$ cat src/rtl/rl_lj_pair_scheduler_pkg.sv
// ============================================================================
// Module   : rl_lj_pair_scheduler_pkg
// Brief    : Shared FSM encoding and default sizes for the LJ pair scheduler.
// Revision : 1.0
// ============================================================================
`default_nettype none

package rl_lj_pair_scheduler_pkg;

    typedef logic [1:0] sched_state_t;

    localparam sched_state_t SCHED_IDLE  = 2'd0;
    localparam sched_state_t SCHED_ISSUE = 2'd1;
    localparam sched_state_t SCHED_DRAIN = 2'd2;
    localparam sched_state_t SCHED_DONE  = 2'd3;

    // The pipeline top reads the latency from here too, so it lives in one place.
    localparam int DEFAULT_REF_PARTICLE_NUM      = 100;
    localparam int DEFAULT_NEIGHBOR_PARTICLE_NUM = 100;
    localparam int DEFAULT_PIPELINE_LATENCY      = 20;

endpackage

`default_nettype wire

$ cat src/rtl/rl_lj_pair_scheduler_pair_addr_counter.sv
// ============================================================================
// Module   : pair_addr_counter
// Brief    : Two-level nested wrap counter (reference outer, neighbor inner).
// Revision : 1.0
// ============================================================================
`default_nettype none

module pair_addr_counter #(
    parameter int REF_NUM = 100,
    parameter int REF_W   = 7,
    parameter int NB_NUM  = 100,
    parameter int NB_W    = 7
) (
    input  logic              clk,
    input  logic              rst,
    input  logic              clear,
    input  logic              enable,
    output logic [REF_W-1:0]  ref_addr,
    output logic [NB_W-1:0]   neighbor_addr,
    output logic              ref_last,
    output logic              neighbor_last
);

    localparam logic [REF_W-1:0] c_REF_LAST = REF_W'(REF_NUM - 1);
    localparam logic [NB_W-1:0]  c_NB_LAST  = NB_W'(NB_NUM - 1);

    logic [REF_W-1:0] r_ref_addr;
    logic [NB_W-1:0]  r_nb_addr;
    logic             w_ref_last;
    logic             w_nb_last;

    assign w_ref_last = (r_ref_addr == c_REF_LAST);
    assign w_nb_last  = (r_nb_addr == c_NB_LAST);

    // The terminal pair holds so the final address stays on the RAM ports.
    always_ff @(posedge clk or posedge rst) begin
        if (rst) begin
            r_ref_addr <= '0;
            r_nb_addr  <= '0;
        end else if (clear) begin
            r_ref_addr <= '0;
            r_nb_addr  <= '0;
        end else if (enable && !(w_ref_last && w_nb_last)) begin
            if (w_nb_last) begin
                r_nb_addr  <= '0;
                r_ref_addr <= r_ref_addr + REF_W'(1);
            end else begin
                r_nb_addr  <= r_nb_addr + NB_W'(1);
            end
        end
    end

    assign ref_addr      = r_ref_addr;
    assign neighbor_addr = r_nb_addr;
    assign ref_last      = w_ref_last;
    assign neighbor_last = w_nb_last;

endmodule

`default_nettype wire

$ cat src/rtl/rl_lj_pair_scheduler.sv
// ============================================================================
// Module   : rl_lj_pair_scheduler
// Brief    : Issues every (reference, neighbor) pair once, then drains latency.
// Revision : 1.0
// ============================================================================
`default_nettype none

module rl_lj_pair_scheduler
    import rl_lj_pair_scheduler_pkg::*;
#(
    parameter int REF_PARTICLE_NUM        = DEFAULT_REF_PARTICLE_NUM,
    parameter int REF_RAM_ADDR_WIDTH      = 7,
    parameter int NEIGHBOR_PARTICLE_NUM   = DEFAULT_NEIGHBOR_PARTICLE_NUM,
    parameter int NEIGHBOR_RAM_ADDR_WIDTH = 7,
    parameter int PIPELINE_LATENCY        = DEFAULT_PIPELINE_LATENCY,
    parameter int DRAIN_CNT_WIDTH         = 6
) (
    input  logic                               clk,
    input  logic                               rst,
    input  logic                               start,
    input  logic                               stall,
    output logic [REF_RAM_ADDR_WIDTH-1:0]      ref_addr,
    output logic [NEIGHBOR_RAM_ADDR_WIDTH-1:0] neighbor_addr,
    output logic                               pair_valid,
    output logic                               last_pair,
    output logic                               busy,
    output logic                               done
);

    localparam logic [DRAIN_CNT_WIDTH-1:0] c_DRAIN_LOAD = DRAIN_CNT_WIDTH'(PIPELINE_LATENCY - 1);

    sched_state_t                r_state;
    sched_state_t                w_next_state;
    logic                        r_start_d;
    logic [DRAIN_CNT_WIDTH-1:0]  r_drain_cnt;
    logic                        w_start_edge;
    logic                        w_accept_start;
    logic                        w_ref_last;
    logic                        w_nb_last;

    assign w_start_edge   = start & ~r_start_d;
    assign w_accept_start = w_start_edge & ((r_state == SCHED_IDLE) | (r_state == SCHED_DONE));

    pair_addr_counter #(
        .REF_NUM (REF_PARTICLE_NUM),
        .REF_W   (REF_RAM_ADDR_WIDTH),
        .NB_NUM  (NEIGHBOR_PARTICLE_NUM),
        .NB_W    (NEIGHBOR_RAM_ADDR_WIDTH)
    ) u_pair_addr_counter (
        .clk           (clk),
        .rst           (rst),
        .clear         (w_accept_start),
        .enable        (pair_valid),
        .ref_addr      (ref_addr),
        .neighbor_addr (neighbor_addr),
        .ref_last      (w_ref_last),
        .neighbor_last (w_nb_last)
    );

    always_ff @(posedge clk or posedge rst) begin
        if (rst) begin
            r_state   <= SCHED_IDLE;
            r_start_d <= 1'b0;
        end else begin
            r_state   <= w_next_state;
            r_start_d <= start;
        end
    end

    always_comb begin
        w_next_state = r_state;
        case (r_state)
            SCHED_IDLE,
            SCHED_DONE:  if (w_start_edge)        w_next_state = SCHED_ISSUE;
            SCHED_ISSUE: if (last_pair)           w_next_state = SCHED_DRAIN;
            SCHED_DRAIN: if (r_drain_cnt == '0)   w_next_state = SCHED_DONE;
            default:                              w_next_state = SCHED_IDLE;
        endcase
    end

    always_comb begin
        pair_valid = (r_state == SCHED_ISSUE) & ~stall;
        last_pair  = pair_valid & w_ref_last & w_nb_last;
        busy       = (r_state == SCHED_ISSUE) | (r_state == SCHED_DRAIN);
        done       = (r_state == SCHED_DONE);
    end

    // Loaded with latency-1 so DRAIN lasts exactly PIPELINE_LATENCY cycles.
    always_ff @(posedge clk or posedge rst) begin
        if (rst) begin
            r_drain_cnt <= '0;
        end else if (last_pair) begin
            r_drain_cnt <= c_DRAIN_LOAD;
        end else if ((r_state == SCHED_DRAIN) && (r_drain_cnt != '0)) begin
            r_drain_cnt <= r_drain_cnt - DRAIN_CNT_WIDTH'(1);
        end
    end

endmodule

`default_nettype wire

$ cat config.mk
export PLATFORM = sky130hd
export DESIGN_NAME = rl_lj_pair_scheduler
export DESIGN_NICKNAME = d
export VERILOG_FILES = /design/src/rtl/rl_lj_pair_scheduler_pkg.sv /design/src/rtl/rl_lj_pair_scheduler_pair_addr_counter.sv /design/src/rtl/rl_lj_pair_scheduler.sv
export SDC_FILE = /design/constraint.sdc
export NUM_CORES = 1
export LEC_CHECK = 0
export ABC_AREA = 0
export ABC_CLOCK_PERIOD_IN_PS = 2000
export CAP_MARGIN = 20
export CORE_UTILIZATION = 35
export DETAILED_ROUTE_END_ITERATION = 10
export SYNTH_ARGS = -nofsm -noshare
export SYNTH_HDL_FRONTEND = slang
export SYNTH_SLANG_ARGS = --single-unit
$ cat constraint.sdc
create_clock -name clk -period 2 [get_ports clk]
set_input_delay 0.3 -clock clk [delete_from_list [all_inputs] [get_ports clk]]
set_output_delay 0.3 -clock clk [all_outputs]
set_load 0.05 [all_outputs]
==> summary.txt <==
Status
  • Status: finished, violations left
  • Violated checks: negative setup slack

Min path
  • Hold crit path type: input port to async pin

Setup path
  • Worst setup EP type: output pin
  • Worst R2R End: u_pair_addr_counter.ref_addr[3]$_DFFE_PP0P_
  • Kind of critical path: register to output pin
  • Setup slack, reg-to-reg: 0.02 ns
  • Worst-path cell chain: or4b_4 > nor2_4 > nand2_4 > clkinvlp_4 > buf_12
  • Max stage delay on crit path: 0.61 ns
  • Worst r2r path cells: 4
  • Worst r2r src: u_pair_addr_counter.neighbor_addr[4]$_DFFE_PP0P_
  • Max Fanout on Critical Path: 6
  • Arrival @ worst endpoint: 1.76 ns
  • Crit-path slowest cell: or4b_4
  • Startpoint types: register
  • Required time of the critical path: 1.70 ns

Floorplanning
  • # IOs: 22
  • Height of the die: about 63 microns
  • Initial Utilization: 0.378
  • Total Die Area: 3960 sq um
  • Die W: about 63 microns
  • Row count: 21
  • Core area: around 3400 sq um

Synth
  • Yosys cell types: 38
  • Area contributors post-synth: dfrtp_1, ha_1, inv_1
  • Post-synth EDFFs: 0
  • Synth Area in Compound Gates: 0.133
  • Syn avg cell area: just over 9 sq um
  • Post-Syn Area: 1300 sq um
  • #FFs+latches synth: 23
  • Main flop type after synthesis: dfrtp_1
  • Ys Warns: 0
  • Multiplexer share of the synthesized area: 0.00770
  • Synth Area in XOR/XNOR: 0.0472
  • Post-synth top area cell: dfrtp_1
  • Async SR Flop Fraction: 1.00
  • Post-synthesis adder-cell area fraction: 0.0770
  • Synthesized instance count: 140
  • Post-synthesis simple-gate area fraction: 0.242
  • Seq/Total Area, Yosys: 0.443
  • Syn nets: roughly 150
  • Area share of the largest cell type after synthesis: 0.443
  • Combinational family with the most area after synthesis: simple AND/OR/NAND/NOR gates

Route
  • Post-DR wirelength/cell: 13.8 microns
  • Routed Antenna Nets: 0
  • Vias post-DR: 1,180
  • First drt pass iteration count: 4
  • DRT iter0 DRCs: 39
  • Routed WL: about 3100 microns
  • Via/cell ratio: 5.27
  • DRC viols: 0

Flow run
  • Max Cap Viol: 0

CTS
  • Reg clk slew, reported paths: around 0.080 ns
  • Worst skew pair latency: ~0.27 ns
  • CTS tree: yes
  • Root Buffer: clkbuf_8
  • Deepest clock path buffer count: 2
  • Hold_buf cts: 0
  • CTS Buf Count: 3
  • Htree depth: 1
  • Clock sink total: 23

STA
  • Minimum clock period: 2.06 ns
  • Final worst slack: -0.0644 ns
  • Setup TNS: -0.0644 ns
  • Final period util: 1.03
  • RSZ-0062 raised after global routing: yes
  • Worst slew margin: 0.665
  • Hold_ws: between 0.3 and 0.4 ns
  • Pins Over Slew Limit: 0
  • Slew @ Worst Pin: 0.501 ns
  • Final Setup Violations: 1
  • FMAX: about 480 MHz
  • Clk_skew: 0.00712 ns
  • Endpoints failing hold: 0

Global routing
  • Largest net degree at the start of global routing: 24
  • Grt total ovfl: 0
  • First-pass GRT wire length: a little over 5000 microns
  • Vias in the first global route: between 1,000 and 1,500
  • Initial antenna violation count: 0
  • GRT Util Overall: 0.161

Final layout
  • Final antenna diode count: 0
  • NumNets Final: between 150 and 200
  • Commonest cells after routing, fill and taps aside: clkdlybuf4s50_1, buf_4, inv_1, dfrtp_1, dfrtp_2
  • Final Util: 0.539
  • Fill cells: around 310
  • Share of cells above drive strength 1: 0.281
  • Area grow syn2layout: 42.6%

Pwr
  • VDD IR max: around 0.87 mV
  • Pwr Total: 0.00176 W
  • Pwr per Cell Area: between 900 and 1000 nW/um^2
  • Lkg Pwr: roughly 0.76 nW

Placement
  • Pre-CTS WS: -0.0647 ns
  • PortBufs: 21
  • Detailed Place HPWL: approximately 2100 microns
  • Final GP Congestion: approximately 0.8
[layout make-up]
cell class	instances	area, sq um	area share
Tap cell	46	57.6	0.0310
Clock buffer	3	41.3	0.0223
Multi-Input combinational cell	100	748	0.404
Timing Repair Buffer	37	358	0.193
Clock inverter	1	5.00	0.00270
Inverter	14	56.3	0.0304
Sequential cell	23	588	0.317
[where the power goes]
part | internal, W | switching (W)
Clock | 0.000139 | 0.000150
Sequential | 0.000556 | 0.0000765
Combinational | 0.000345 | 0.000494
[critical path, delay by kind of cell, from the launching register on]
kind / cells / cell delay (ns)
buffers and inverters: 2 / 0.22
DFF: 1 / 0.41
and+or+nand+nor: 3 / 0.86
[synth_stat cells (2+ instances only)]
cell type	n
nor3_1	4
nand3_1	9
or3_1	5
or3b_2	2
nand2_1	11
o41ai_1	2
nand4_1	2
o211ai_1	4
nand3b_1	2
inv_1	14
or4_1	3
nor2_1	8
nor4_1	3
dfrtp_1	23
a21oi_1	6
xnor2_1	4
ha_1	8
xor2_1	3
o21ai_0	8
[worst max-delay path by stage]
stage | from | to | depth (start not counted)
finish | u_pair_addr_counter.neighbor_addr[4]$_DFFE_PP0P_ | last_pair | 5
global route | u_pair_addr_counter.neighbor_addr[4]$_DFFE_PP0P_ | last_pair | 5
CTS | u_pair_addr_counter.ref_addr[2]$_DFFE_PP0P_ | last_pair | 5
detailed placement | u_pair_addr_counter.neighbor_addr[4]$_DFFE_PP0P_ | u_pair_addr_counter.ref_addr[3]$_DFFE_PP0P_ | 4
global placement | u_pair_addr_counter.neighbor_addr[4]$_DFFE_PP0P_ | r_state[1]$_DFFE_PP0P_ | 4
floorplan | u_pair_addr_counter.neighbor_addr[4]$_DFFE_PP0P_ | u_pair_addr_counter.ref_addr[3]$_DFFE_PP0P_ | 6
[sequential cells by signal (all words and copies together), names as in the netlist]
name                               flops
r_start_d                              1
r_drain_cnt                            6
u_pair_addr_counter.neighbor_addr      7
r_state                                2
u_pair_addr_counter.ref_addr           7
[logic make-up (layout without fill, tap and decap cells)]
logic type / after synthesis / in the layout
compound gates: 27 / 27
simple gates: 57 / 57
mux: 1 / 1
xor+xnor: 7 / 7
buf+inv: 17 / 55
fa+ha+maj: 8 / 8
flops: 23 / 23
[through the flow]
stage	area [sq um]	cells
5_1_grt	1850	224
3_3_place_gp	1700	214
2_1_floorplan	1350	140
6_report	1850	224
3_5_place_dp	1700	214
4_1_cts	1790	221
[metal layers]
layer	global-route usage	wire, microns
met2	0.266	1500
met3	0.0438	114
met5	0	0
met4	0.0465	32
met1	0.203	1430
[repair_timing]
item	in CTS	in global routing
resized for setup	6	7
setup buffers	3	3
pin swaps	4	5
setup endpoints to repair	8	9
Power figures use the tool's default switching activity.
